File: src/rtl/prv32_branch_resolver.sv
// Branch/jump resolver: computes taken, next PC and misprediction, then holds the result and requests a flush.
// Optional macro PRV32_BRU_PERF_EN adds branch_cnt / mispredict_cnt performance counters.
module prv32_branch_resolver #(
  parameter int unsigned FLUSH_CYCLES = 2,
  parameter logic [31:0] RESET_PC     = 32'h0000_0000
) (
  input  logic        clk,
  input  logic        rst_n,
  input  logic        valid_in,
  output logic        ready_in,
  input  logic        is_branch,
  input  logic        is_jal,
  input  logic        is_jalr,
  input  logic [2:0]  funct3,
  input  logic [31:0] pc,
  input  logic [31:0] imm,
  input  logic [31:0] alu_r,
  input  logic        cf,
  input  logic        zf,
  input  logic        vf,
  input  logic        sf,
  input  logic        pred_taken,
  output logic        valid_out,
  input  logic        ready_out,
  output logic [31:0] pc_next,
  output logic        taken,
  output logic        mispredict,
  output logic        illegal,
  output logic        flush
`ifdef PRV32_BRU_PERF_EN
  ,
  output logic [31:0] branch_cnt,
  output logic [31:0] mispredict_cnt
`endif
);

  localparam int unsigned XLEN = 32;
  localparam int unsigned CW   = 4;

  localparam logic [1:0] S_IDLE  = 2'd0;
  localparam logic [1:0] S_HOLD  = 2'd1;
  localparam logic [1:0] S_FLUSH = 2'd2;

  logic [1:0]      state_q, state_d;
  logic [CW-1:0]   fcnt_q, fcnt_d;
  logic            accept_c;
  logic            consume_c;
  logic            cond_c;
  logic            bad_f3_c;
  logic            taken_c;
  logic            illegal_c;
  logic [XLEN-1:0] target_c;
  logic [XLEN-1:0] pc_next_c;

  assign accept_c  = valid_in & ready_in;
  assign consume_c = valid_out & ready_out;

  // Condition decode from ALU flags of a-b
  always_comb begin
    cond_c   = 1'b0;
    bad_f3_c = 1'b0;
    case (funct3)
      3'b000:  cond_c = zf;
      3'b001:  cond_c = ~zf;
      3'b100:  cond_c = sf ^ vf;
      3'b101:  cond_c = ~(sf ^ vf);
      3'b110:  cond_c = ~cf;
      3'b111:  cond_c = cf;
      default: bad_f3_c = 1'b1;
    endcase
  end

  always_comb begin
    taken_c   = is_jal | is_jalr | (is_branch & cond_c & ~bad_f3_c);
    illegal_c = is_branch & bad_f3_c;
    target_c  = is_jalr ? {alu_r[XLEN-1:1], 1'b0} : pc + imm;
    pc_next_c = taken_c ? target_c : pc + XLEN'(4);
  end

  // Next-state logic
  always_comb begin
    state_d = state_q;
    fcnt_d  = fcnt_q;
    case (state_q)
      S_IDLE: begin
        if (valid_in) state_d = S_HOLD;
      end
      S_HOLD: begin
        if (ready_out) begin
          if (mispredict) begin
            state_d = S_FLUSH;
            fcnt_d  = CW'(FLUSH_CYCLES);
          end else begin
            state_d = S_IDLE;
          end
        end
      end
      S_FLUSH: begin
        fcnt_d = fcnt_q - CW'(1);
        if (fcnt_q <= CW'(1)) state_d = S_IDLE;
      end
      default: begin
        state_d = S_IDLE;
        fcnt_d  = '0;
      end
    endcase
  end

  always_ff @(posedge clk) begin
    if (!rst_n) begin
      state_q   <= S_IDLE;
      fcnt_q    <= '0;
      ready_in  <= 1'b1;
      valid_out <= 1'b0;
      flush     <= 1'b0;
    end else begin
      state_q   <= state_d;
      fcnt_q    <= fcnt_d;
      ready_in  <= (state_d == S_IDLE);
      valid_out <= (state_d == S_HOLD);
      flush     <= (state_d == S_FLUSH);
    end
  end

  // Result registers only load on accept, so they stay frozen through HOLD
  always_ff @(posedge clk) begin
    if (!rst_n) begin
      pc_next    <= RESET_PC;
      taken      <= 1'b0;
      mispredict <= 1'b0;
      illegal    <= 1'b0;
    end else if (accept_c) begin
      pc_next    <= pc_next_c;
      taken      <= taken_c;
      mispredict <= taken_c ^ pred_taken;
      illegal    <= illegal_c;
    end
  end

`ifdef PRV32_BRU_PERF_EN
  always_ff @(posedge clk) begin
    if (!rst_n) begin
      branch_cnt     <= '0;
      mispredict_cnt <= '0;
    end else if (consume_c) begin
      branch_cnt <= branch_cnt + 32'd1;
      if (mispredict) mispredict_cnt <= mispredict_cnt + 32'd1;
    end
  end
`else
  logic unused_c;
  assign unused_c = consume_c;
`endif

endmodule

File: config.mk
export PLATFORM = sky130hd
export DESIGN_NAME = prv32_branch_resolver
export DESIGN_NICKNAME = d
export VERILOG_FILES = /design/src/rtl/prv32_branch_resolver.sv
export SDC_FILE = /design/constraint.sdc
export NUM_CORES = 1
export LEC_CHECK = 0
export ABC_CLOCK_PERIOD_IN_PS = 3100
export BUFFER_PORTS_ARGS = -buffer_cell sky130_fd_sc_hd__buf_2
export CAP_MARGIN = 20
export CORE_MARGIN = 2
export CORE_UTILIZATION = 40
export CTS_BUF_LIST = sky130_fd_sc_hd__clkbuf_8
export DETAILED_ROUTE_END_ITERATION = 8
export GPL_TIMING_DRIVEN = 0
export PLACE_DENSITY = 0.64
export SLEW_MARGIN = 10
export SYNTH_ARGS = -nofsm -noshare
export SYNTH_HDL_FRONTEND = slang
export SYNTH_SLANG_ARGS = --single-unit
File: constraint.sdc
create_clock -name clk -period 3.1 [get_ports clk]
set_input_delay 0.62 -clock clk [delete_from_list [all_inputs] [get_ports clk]]
set_output_delay 0.62 -clock clk [all_outputs]
set_load 0.02 [all_outputs]
==> impl_metrics.toml <==
[logic_synthesis]
async_flop_share_pct = 0
synth_area_per_cell_um2 = 7.52
yosysTopAreaCellShare_pct = 20.3
syn_nets = 726
ys_seq_area_share_pct = 20.3
synth_area_mm2 = 0.00433
yosysMostFrequentCell = "nand2_1"
synthTopCellsByArea = "dfxtp_1 20%, ha_1 11%, xnor2_1 7.3%"
ys.flop_type = "dfxtp_1"
ys_ff_latch = 44
yosys.area.top_type = "dfxtp_1"
postSynthCellCount = 576
yosysWarnings = 0
yosysUniqueCellTypes = 64
synth_edf_count = 0
synth_common_cells = "65 x nand2_1, 49 x o21ai_0, 47 x a21oi_1"

[worst_setup_path]
cp_slowest_cell = "ha_1"
cp_common_cell = "a21oi_1"
cp_max_fo = 6
worstPathRequired_ns = 3.32
cp-start-kind = "primary input"
setup.worst_path.class = "primary input to flip-flop"
path_cells = "buf_2 > ha_1 > a21oi_1 > a21oi_1 > a311oi_1 > nor3b_2 > a21oi_2 > a221oi_2 > o221ai_2 > xnor2_2 > o32ai_2"
critPathMaxStageDelay_ns = 0.37
critPathCaptureType = "flip-flop"
cp.arrival_ns = 3.14

[floorplan]
num_rows = 38
die_y_um = 108
die_w_um = 108
die_area_mm2 = 0.0117
initial_core_util_pct = 40.5
coreArea_mm2 = 0.0107
io_pins = 149

[routing]
ant_nets = 0
vias = 5001
viasPerCell = 5.75
firstDrtPassIters = 5
drc = 0
drt_iter0_markers = 317
wl_per_cell_um = 17.2
routed_wl_um = 15000

[clock_network]
clock-sinks = 44
hold_buffers = 0
h-tree-depth = 2
clockRootBuffer = "clkbuf_8"
worstSkewPairLatency_ns = 0.30
cts_resized = 0
clk_path_buf_depth = 2
clkTransAtPathRegs_ns = 0.09
cts_buffers = 5
cts_setup_buffers = 0
cts_tree = "built"

[sta]
rsz0062_at_grt = "no"
final_max_slew_viol_count = 0
tightest_slew_ns = 1.04
hold_viol = 0
fin_ws_ns = 0.180
setup-violations-final = 0
timing.final.crit_share_pct = 94.2
max_freq_mhz = 342
slew_headroom_pct = 29.7
period_minus_slack_ns = 2.92
fin_skew_ns = 0.00850
worst_hold_slack_ns = 0.464

[grt]
grt_pass1_wl_um = 23500
grt-busiest-layer = "met2"
met3_usage_pct = 2.83
met2_usage_pct = 41.2
grt_use_met1_pct = 35.4
grt_max_degree = 14
grt_pass1_vias = 4630
track_usage_pct = 25.6
grt_overflow_total = 0
antenna_found_initial = 1

[power_and_ir_drop]
irDropWorstVdd_uv = 203
combinationalPowerShare_pct = 42.3
power_mw = 2.03
swShare_pct = 37.6
p_leak_nw = 2.37
p_per_area_mw_per_mm2 = 377
clkPwrFrac_pct = 25.8
p_switching_mw = 0.764
p_int_mw = 1.27
p_seq_share_pct = 32.0

[placement]
dp_slack_ns = -0.206
io_buffer_count = 146
post_dp_cell_area_mm2 = 0.00524
gp_congestion = 0.918
dpl.hpwl_um = 12400

[outcome]
status = "finished, final reports clean"

[final_layout]
design_area_mm2 = 0.00539
drive_gt1_share_pct = 23.7
nNetsFinal = 879
synthToLayoutAreaGrowth_pct = 24.3

[flow_run]
cap_viol_max_count = 0

[hold_path]
hold_path.class = "flip-flop to flip-flop"
[final timing paths]
check                            from                       end  slack [ns]  cells after the start
min          pc_next[13]$_SDFFE_PN0P_  pc_next[13]$_SDFFE_PN0P_        0.46                      2
max reg2reg       ready_in$_SDFF_PN1_   pc_next[4]$_SDFFE_PN0P_        1.35                      5
max                            pc[16]  pc_next[28]$_SDFFE_PN0P_        0.18                     11
min reg2reg  pc_next[13]$_SDFFE_PN0P_  pc_next[13]$_SDFFE_PN0P_        0.46                      2
[routing by layer]
layer / share of wire, % / routed length (um)
met4: 2.1 / 317
met1: 46 / 6830
met2: 46 / 6860
met5: 0 / 0
met3: 6.5 / 975
[kinds of logic (layout without fill, tap and decap cells)]
kind of cell | after synthesis | count (layout) | synth area share (%)
xor+xnor | 57 | 57 | 11.5
flops | 44 | 44 | 20.3
other cells | 0 | 1 | 0
buf+inv | 40 | 193 | 3.49
simple gates | 193 | 193 | 21.6
compound gates | 202 | 202 | 31.4
fa+ha+maj | 39 | 39 | 11.4
mux | 1 | 1 | 0.231
[cells in the final DEF (no fill, tap or decap), types with 4 or more instances in the layout]
master,instances
clkbuf_1,22
and3_1,12
clkbuf_8,5
o22ai_1,4
a21o_1,10
o21a_1,4
o211a_1,4
ha_1,38
nand4_1,8
buf_2,147
a211oi_1,5
dfxtp_1,44
a31oi_1,4
nand3_1,30
nor2b_1,8
o211ai_1,14
nor2_1,33
o21ai_0,48
a21oi_2,4
nand2_1,65
a221oi_1,11
inv_1,15
o32ai_1,4
a21boi_0,7
and2_1,8
a21oi_1,45
nor3_1,14
xnor2_1,35
xor2_1,21
o21bai_1,7
[flip-flops by register name, summed over array words and instances, names as in the netlist]
| register | count |
|---|---|
| pc_next | 32 |
| fcnt_q | 4 |
| state_q | 2 |
| flush | 1 |
| illegal | 1 |
| mispredict | 1 |
| ready_in | 1 |
| taken | 1 |
| valid_out | 1 |
[power by group through the flow]
stage	Combinational (mW)	Sequential [mW]	Clock, mW
after floorplan	0.481	0.716	0
after global placement	0.826	0.660	0
after detailed placement	0.840	0.661	0
after CTS	0.843	0.648	0.521
after global routing	0.943	0.653	0.550
final	0.858	0.649	0.524
[through the flow]
stage,cells,util (%),setup TNS [ns]
final,870,50.4,0
after global routing,870,50.4,0
after CTS,869,50.2,0
after detailed placement,862,49.0,-0.758
after global placement,862,49.0,-0.399
after floorplan,576,-,0
[critical path: cells and delay by family]
family / cells / cell delay [ns]
AO/OA/AOI/OAI: 7 / 1.55
XOR/XNOR: 1 / 0.18
adder cells (fa/ha/maj): 1 / 0.37
buffers and inverters: 1 / 0.14
AND/OR/NAND/NOR: 1 / 0.27
[layout make-up]
type                            count  area (um^2)
Antenna cell                        1         2.50
Buffer                             24         91.3
Clock buffer                        5         68.8
Clock inverter                      2         60.1
Fill cell                        1106         5310
Inverter                           16         60.1
Multi-Input combinational cell    492         3320
Sequential cell                    44          881
Tap cell                          140          175
Timing Repair Buffer              146          731
(Power assumes the default switching activity.)
